==> config.mk <==
export PLATFORM = sky130hd
export DESIGN_NAME = rvv_backend_dispatch_opr_ctrl
export DESIGN_NICKNAME = d
export VERILOG_FILES = /design/src/rtl/rvv_backend_dispatch_opr_ctrl_pkg.sv /design/src/rtl/rvv_backend_dispatch_opr_pick2.sv /design/src/rtl/rvv_backend_dispatch_opr_ctrl.sv
export SDC_FILE = /design/constraint.sdc
export NUM_CORES = 2
export LEC_CHECK = 0
export CAP_MARGIN = 10
export CORE_AREA = 10 10 333 335
export DETAILED_ROUTE_END_ITERATION = 12
export DIE_AREA = 0 0 343 345
export PLACE_DENSITY = 0.55
export SLEW_MARGIN = 20
export SYNTH_ARGS = -nofsm -noshare
export SYNTH_HDL_FRONTEND = slang
export SYNTH_SLANG_ARGS = --single-unit
==> constraint.sdc <==
create_clock -name clk -period 3.45 [get_ports clk]
set_clock_uncertainty 0.2 [all_clocks]
set_input_delay 1.035 -clock clk [delete_from_list [all_inputs] [get_ports clk]]
set_output_delay 1.035 -clock clk [all_outputs]
set_load 0.02 [all_outputs]
==> src/rtl/rvv_backend_dispatch_opr_ctrl_pkg.sv <==
`default_nettype none
// rvv_backend_dispatch_opr_ctrl_pkg: shared widths, operand slot encoding and
// bundle types for the dispatch operand-fetch controller.
package rvv_backend_dispatch_opr_ctrl_pkg;

  localparam int VLEN            = 128;
  localparam int ROB_DEPTH       = 8;
  localparam int NUM_VRF_RD_PORT = 2;
  localparam int NUM_OPR         = 4;

  localparam logic [1:0] OPR_VS1 = 2'd0;
  localparam logic [1:0] OPR_VS2 = 2'd1;
  localparam logic [1:0] OPR_VD  = 2'd2;
  localparam logic [1:0] OPR_V0  = 2'd3;

  typedef enum logic [1:0] {
    IDLE = 2'd0,
    READ = 2'd1,
    HOLD = 2'd2
  } OPR_CTRL_STATE_e;

  // Field order puts vs1 at the LSB so the struct maps onto [OPR slot] arrays.
  typedef struct packed {
    logic [ROB_DEPTH-1:0] v0_hit;
    logic [ROB_DEPTH-1:0] vd_hit;
    logic [ROB_DEPTH-1:0] vs2_hit;
    logic [ROB_DEPTH-1:0] vs1_hit;
  } RAW_UOP_ROB_t;

  typedef struct packed {
    logic [VLEN-1:0] v0;
    logic [VLEN-1:0] vd;
    logic [VLEN-1:0] vs2;
    logic [VLEN-1:0] vs1;
  } UOP_OPN_t;

endpackage
`default_nettype wire

==> src/rtl/rvv_backend_dispatch_opr_pick2.sv <==
`default_nettype none
// rvv_backend_dispatch_opr_pick2: returns the indices of the lowest two set
// bits of a 4-bit request vector, with a valid bit for each.
module rvv_backend_dispatch_opr_pick2 (
  input  logic [3:0] req_i,
  output logic [1:0] idx0_o,
  output logic [1:0] idx1_o,
  output logic       vld0_o,
  output logic       vld1_o
);

  logic [1:0] idx0, idx1;
  logic       vld0, vld1;

  always_comb begin
    idx0 = '0;
    idx1 = '0;
    vld0 = 1'b0;
    vld1 = 1'b0;
    for (int i = 0; i < 4; i++) begin
      if (req_i[i]) begin
        if (!vld0) begin
          vld0 = 1'b1;
          idx0 = 2'(i);
        end else if (!vld1) begin
          vld1 = 1'b1;
          idx1 = 2'(i);
        end
      end
    end
  end

  assign idx0_o = idx0;
  assign idx1_o = idx1;
  assign vld0_o = vld0;
  assign vld1_o = vld1;

endmodule
`default_nettype wire

==> src/rtl/rvv_backend_dispatch_opr_ctrl.sv <==
`default_nettype none
// rvv_backend_dispatch_opr_ctrl: sequences VRF operand reads for one uop over two
// read ports and holds it until all RAW-hit ROB entries have produced data.
module rvv_backend_dispatch_opr_ctrl
  import rvv_backend_dispatch_opr_ctrl_pkg::*;
(
  input  logic                                      clk,
  input  logic                                      rst_n,
  input  logic                                      trap_flush_i,
  input  logic                                      uop_valid_i,
  output logic                                      uop_ready_o,
  input  logic [3:0]                                uop_rd_en_i,
  input  logic [4:0]                                uop_vs1_idx_i,
  input  logic [4:0]                                uop_vs2_idx_i,
  input  logic [4:0]                                uop_vd_idx_i,
  input  RAW_UOP_ROB_t                              raw_uop_rob_i,
  input  logic [ROB_DEPTH-1:0]                      rob_done_i,
  input  logic [ROB_DEPTH-1:0]                      rob_retire_i,
  output logic [NUM_VRF_RD_PORT-1:0]                vrf_rd_en_o,
  output logic [NUM_VRF_RD_PORT-1:0][4:0]           vrf_rd_addr_o,
  input  logic [NUM_VRF_RD_PORT-1:0][VLEN-1:0]      vrf_rd_data_i,
  output logic                                      opn_valid_o,
  input  logic                                      opn_ready_i,
  output UOP_OPN_t                                  vrf_byp_o,
  output RAW_UOP_ROB_t                              raw_uop_rob_q_o
);

  OPR_CTRL_STATE_e                        state_q, state_d;
  logic [NUM_OPR-1:0]                     need_rd_q, need_rd_d;
  logic [NUM_OPR-1:0]                     rd_en_q, rd_en_d;
  logic [NUM_VRF_RD_PORT-1:0]             pend_q, pend_d;
  logic [NUM_VRF_RD_PORT-1:0][1:0]        pend_slot_q, pend_slot_d;
  logic [NUM_OPR-1:0][4:0]                idx_q, idx_d;
  logic [NUM_OPR-1:0][ROB_DEPTH-1:0]      hit_q, hit_d;
  logic [NUM_OPR-1:0][VLEN-1:0]           byp_q, byp_d;

  logic [1:0]           pick_idx0, pick_idx1;
  logic                 pick_vld0, pick_vld1;
  logic [ROB_DEPTH-1:0] hit_any;
  logic                 all_done, fire, accept;

  rvv_backend_dispatch_opr_pick2 u_pick2 (
    .req_i  (need_rd_q),
    .idx0_o (pick_idx0),
    .idx1_o (pick_idx1),
    .vld0_o (pick_vld0),
    .vld1_o (pick_vld1)
  );

  assign vrf_rd_en_o      = (state_q == READ) ? {pick_vld1, pick_vld0} : '0;
  assign vrf_rd_addr_o[0] = vrf_rd_en_o[0] ? idx_q[pick_idx0] : '0;
  assign vrf_rd_addr_o[1] = vrf_rd_en_o[1] ? idx_q[pick_idx1] : '0;

  assign hit_any     = hit_q[0] | hit_q[1] | hit_q[2] | hit_q[3];
  assign all_done    = &(~hit_any | rob_done_i);
  assign uop_ready_o = (state_q == IDLE) & ~trap_flush_i;
  assign opn_valid_o = (state_q == HOLD) & ~|pend_q & ~|need_rd_q & all_done & ~trap_flush_i;
  assign fire        = opn_valid_o & opn_ready_i;
  assign accept      = uop_valid_i & uop_ready_o;

  assign vrf_byp_o       = byp_q;
  assign raw_uop_rob_q_o = hit_q;

  always_comb begin
    state_d     = state_q;
    need_rd_d   = need_rd_q;
    rd_en_d     = rd_en_q;
    pend_d      = '0;
    pend_slot_d = pend_slot_q;
    idx_d       = idx_q;
    hit_d       = hit_q;
    byp_d       = byp_q;

    for (int p = 0; p < NUM_VRF_RD_PORT; p++) begin
      if (pend_q[p]) byp_d[pend_slot_q[p]] = vrf_rd_data_i[p];
    end

    case (state_q)
      IDLE: begin
        if (accept) begin
          idx_d[OPR_VS1] = uop_vs1_idx_i;
          idx_d[OPR_VS2] = uop_vs2_idx_i;
          idx_d[OPR_VD]  = uop_vd_idx_i;
          idx_d[OPR_V0]  = '0;
          hit_d          = raw_uop_rob_i;
          need_rd_d      = uop_rd_en_i;
          rd_en_d        = uop_rd_en_i;
          byp_d          = '0;
          state_d        = (uop_rd_en_i != '0) ? READ : HOLD;
        end
      end
      READ: begin
        if (vrf_rd_en_o[0]) need_rd_d[pick_idx0] = 1'b0;
        if (vrf_rd_en_o[1]) need_rd_d[pick_idx1] = 1'b0;
        pend_d      = vrf_rd_en_o;
        pend_slot_d = {pick_idx1, pick_idx0};
      end
      HOLD: begin
        if (fire) state_d = IDLE;
      end
      default: state_d = IDLE;
    endcase

    // A retiring hit entry moves its data into the VRF, so that operand must be re-read.
    if ((state_q != IDLE) && !fire) begin
      for (int k = 0; k < NUM_OPR; k++) begin
        if (|(hit_q[k] & rob_retire_i)) begin
          hit_d[k] = hit_q[k] & ~rob_retire_i;
          if (rd_en_q[k]) need_rd_d[k] = 1'b1;
        end
      end
      state_d = (need_rd_d != '0) ? READ : HOLD;
    end

    if (trap_flush_i) begin
      state_d   = IDLE;
      need_rd_d = '0;
      pend_d    = '0;
      hit_d     = '0;
      byp_d     = byp_q;
    end
  end

  always_ff @(posedge clk or negedge rst_n) begin
    if (!rst_n) begin
      state_q     <= IDLE;
      need_rd_q   <= '0;
      rd_en_q     <= '0;
      pend_q      <= '0;
      pend_slot_q <= '0;
      idx_q       <= '0;
      hit_q       <= '0;
      byp_q       <= '0;
    end else begin
      state_q     <= state_d;
      need_rd_q   <= need_rd_d;
      rd_en_q     <= rd_en_d;
      pend_q      <= pend_d;
      pend_slot_q <= pend_slot_d;
      idx_q       <= idx_d;
      hit_q       <= hit_d;
      byp_q       <= byp_d;
    end
  end

endmodule
`default_nettype wire

==> flow_metrics.tcl <==
set metrics [dict create \
    die_height_um 345 \
    grt_overflow_total 0 \
    synth_edf_count 0 \
    critPathMaxStageDelay_ns 0.50 \
    required_ns 2.21 \
    num_vias 31800 \
    cp-start-kind "input port" \
    fp.dieW_um 343 \
    ir_drop_mv 0.319 \
    setup_slack_ns -0.369 \
    power.density_nw_per_um2 507 \
    cts-root-buf "clkbuf_16" \
    rsz0062_at_grt "true" \
    die_area_um2 118000 \
    start_util 0.306 \
    power.share.clock 0.327 \
    hold_buffers 0 \
    p_sw_frac 0.348 \
    p_switching_mw 8.14 \
    port_buffers 885 \
    grt_pass1_vias 30500 \
    wirelength_mm 148 \
    syn_area_um2 31900 \
    ys_seq_elements 575 \
    syn_avg_cell_area_um2 8.48 \
    track_usage 0.237 \
    cts_buffers 73 \
    endpoint_kind "primary output" \
    finalHoldViolations 0 \
    wire_per_inst_um 24.3 \
    syn_nets 4094 \
    arrival_ns 2.58 \
    p_int_mw 15.3 \
    regArea_um2 14400 \
    synth.distinct_cells 49 \
    drc 0 \
    row_count 119 \
    worst_slew_pin_slew_ns 1.02 \
    crit_path_top_delay_cell "or4b_1" \
    postLayoutCoreUtil 0.442 \
    finalCriticalPeriod_ns 3.82 \
    cap_violations 0 \
    leakage_nw 21.4 \
    ys_warn_count 0 \
    antenna_left 0 \
    reg2reg_from "need_rd_q[1]$_DFF_PN0_" \
    worstPathMaxFanout 2 \
    first_iter_violations 2300 \
    worstHoldPathType "input port to asynchronous set/reset pin" \
    routed_via_density 5.24 \
    gp_congestion 0.942 \
    cts.sinks 575 \
    startpoint "trap_flush_i" \
    drive_above_1_share 0.0874 \
    dp_hpwl_mm 104 \
    clk_path_buf_depth 3 \
    maxSlewHeadroom 0.322 \
    finalMaxSlewViolations 0 \
    synth_cells 3762 \
    grt_first_pass_wirelength_mm 216 \
    setup_viol 11 \
    pwr-share-comb 0.322 \
    violations "setup timing" \
    io_pins 886 \
    multi_input_area_um2 16600 \
    synthToLayoutAreaGrowth_pct 44.7 \
    nets 4937 \
    fin_hold_ws_ns 0.141 \
    period_share 1.11 \
    synthFlopType "dfrtp_1" \
    drt_first_pass_iters 5 \
    critical_path.cell_chain "buf_8 > or4b_1 > or4_4 > nor4b_4 > buf_4" \
    clock_latency_ns 0.63 \
    core-area_um2 104000 \
    yosysSeqAreaShare 0.451 \
    grt_antenna_before_repair 29 \
    outcome "complete, but fails checks" \
    seqPwrFrac 0.351 \
    max_freq_mhz 262 \
    crit_type "input port to primary output" \
    clk_pin_slew_ns 0.06 \
    cts_tree "done" \
    fillers 10100 \
    synthArstFlopShare 1.00 \
    grt_max_degree 178 \
    htreeDepth 3 \
]
-- cell usage after synthesis (all sizes together), types with 8 or more instances --
cell / number / share of area
a21oi: 548 / 0.086
a22oi: 23 / 0.0054
buf: 57 / 0.0071
clkbuf: 250 / 0.029
dfrtp: 575 / 0.45
inv: 8 / 0.00094
mux2: 48 / 0.017
mux2i: 513 / 0.16
nand2: 545 / 0.064
nand4b: 24 / 0.0066
nor2: 529 / 0.062
nor4: 9 / 0.0018
o21ai: 545 / 0.086
o311ai: 10 / 0.0027
or3: 8 / 0.0016
-- repair_timing --
action | in CTS | in global routing
gates cloned | 0 | 0
pin swaps | 15 | 11
buffers inserted | 13 | 8
setup endpoints to repair | 14 | 13
gates resized for setup | 112 | 19
-- cell usage in the layout, fill, tap and decap left out, types with 3 or more instances in the layout --
| cell | Yosys | routed |
|---|---|---|
| clkdlybuf4s50_1 | 0 | 869 |
| dfrtp_1 | 575 | 574 |
| nand2_1 | 545 | 544 |
| a21oi_1 | 548 | 543 |
| o21ai_0 | 542 | 542 |
| nor2_1 | 529 | 527 |
| mux2i_1 | 513 | 513 |
| buf_4 | 1 | 132 |
| clkbuf_16 | 0 | 76 |
| buf_12 | 0 | 50 |
| mux2_2 | 48 | 43 |
| diode_2 | 0 | 25 |
| nand4b_1 | 24 | 24 |
| buf_6 | 0 | 20 |
| clkbuf_8 | 0 | 19 |
| a22oi_1 | 23 | 18 |
| clkbuf_1 | 250 | 17 |
| nor4_1 | 9 | 9 |
| o311ai_0 | 9 | 9 |
| or3_1 | 8 | 8 |
| clkinv_2 | 0 | 7 |
| inv_1 | 8 | 5 |
| nand2b_1 | 7 | 5 |
| nand4_1 | 5 | 5 |
| mux2_4 | 0 | 5 |
| a22oi_2 | 0 | 5 |
| nand3b_1 | 4 | 4 |
| o22ai_1 | 4 | 4 |
| o221ai_2 | 0 | 4 |
| ha_4 | 0 | 4 |
| o21ai_1 | 3 | 3 |
| and4_1 | 3 | 3 |
| a21oi_4 | 0 | 3 |
-- cell families (layout without fill, tap and decap cells) --
group | count (synthesis) | after routing | share of synthesized area
simple gates | 1155 | 1155 | 0.146
compound gates | 1151 | 1151 | 0.186
flops | 575 | 575 | 0.451
mux | 561 | 561 | 0.178
buf+inv | 316 | 1209 | 0.0376
fa+ha+maj | 4 | 4 | 0.00157
other cells | 0 | 25 | 0
-- worst max-delay path, delay by kind of cell --
kind	cells	cell delay (ns)
AND/OR/NAND/NOR	3	1.25
buffers and inverters	2	0.29
-- worst paths after layout --
check / slack [ns] / cells past startpoint / endpoint
min in group clk: 0.31 / 2 / vrf_byp_o[480]$_DFFE_PN0N_
min reg2reg: 0.31 / 2 / vrf_byp_o[480]$_DFFE_PN0N_
min: 0.14 / 1 / vrf_byp_o[433]$_DFFE_PN0N_
max reg2reg: 0.49 / 13 / state_q[1]$_DFFE_PN0P_
max: -0.37 / 5 / opn_valid_o
max in group asynchronous: 1.95 / 2 / vrf_byp_o[412]$_DFFE_PN0N_
-- power by group through the flow --
stage | Combinational [mW] | Clock (mW) | Sequential, mW
floorplan | 2.84 | 0 | 8.85
global placement | 7.23 | 0 | 8.27
detailed placement | 7.27 | 0 | 8.29
CTS | 7.50 | 7.83 | 8.21
global route | 8.11 | 8.11 | 8.33
finish | 7.54 | 7.65 | 8.23
-- area by class of cell --
class / count / area share
clock inverter: 13 / 0.00255
multi-input combinational: 2871 / 0.360
clock buffer: 112 / 0.0483
inverter: 9 / 0.000786
sequential: 575 / 0.312
tap: 1391 / 0.0377
timing repair buffer: 1075 / 0.237
antenna: 25 / 0.00136
-- routing by layer --
metal  track usage  part of all wire  vias up
met5             0           0.00027        -
met4         0.103             0.039        8
met3        0.0717             0.086      215
met2         0.377              0.47     1103
met1         0.293              0.41    15700
li1              -                 -    14800
-- per-stage QoR --
stage | setup TNS, ns | instance area, µm² | power (mW) | setup WS, ns | std cells
2_1_floorplan | -0.287 | 31900 | 11.7 | -0.287 | 3762
3_3_place_gp | -59.10 | 43300 | 15.5 | -0.819 | 5900
3_5_place_dp | -57.11 | 43300 | 15.6 | -0.844 | 5900
4_1_cts | -1.03 | 45900 | 23.5 | -0.368 | 6038
5_1_grt | -2.11 | 46100 | 24.6 | -0.411 | 6070
6_report | -0.890 | 46100 | 23.4 | -0.369 | 6071
-- registers in the layout, indices dropped and copies added, names as in the netlist --
signal and flops:
idx_q 15, vrf_byp_o 512, pend_slot_q 4, raw_uop_rob_q_o 32, need_rd_q 4, pend_q 2
state_q 2, rd_en_q 4
Note: power is estimated with default switching activity, not from simulation.
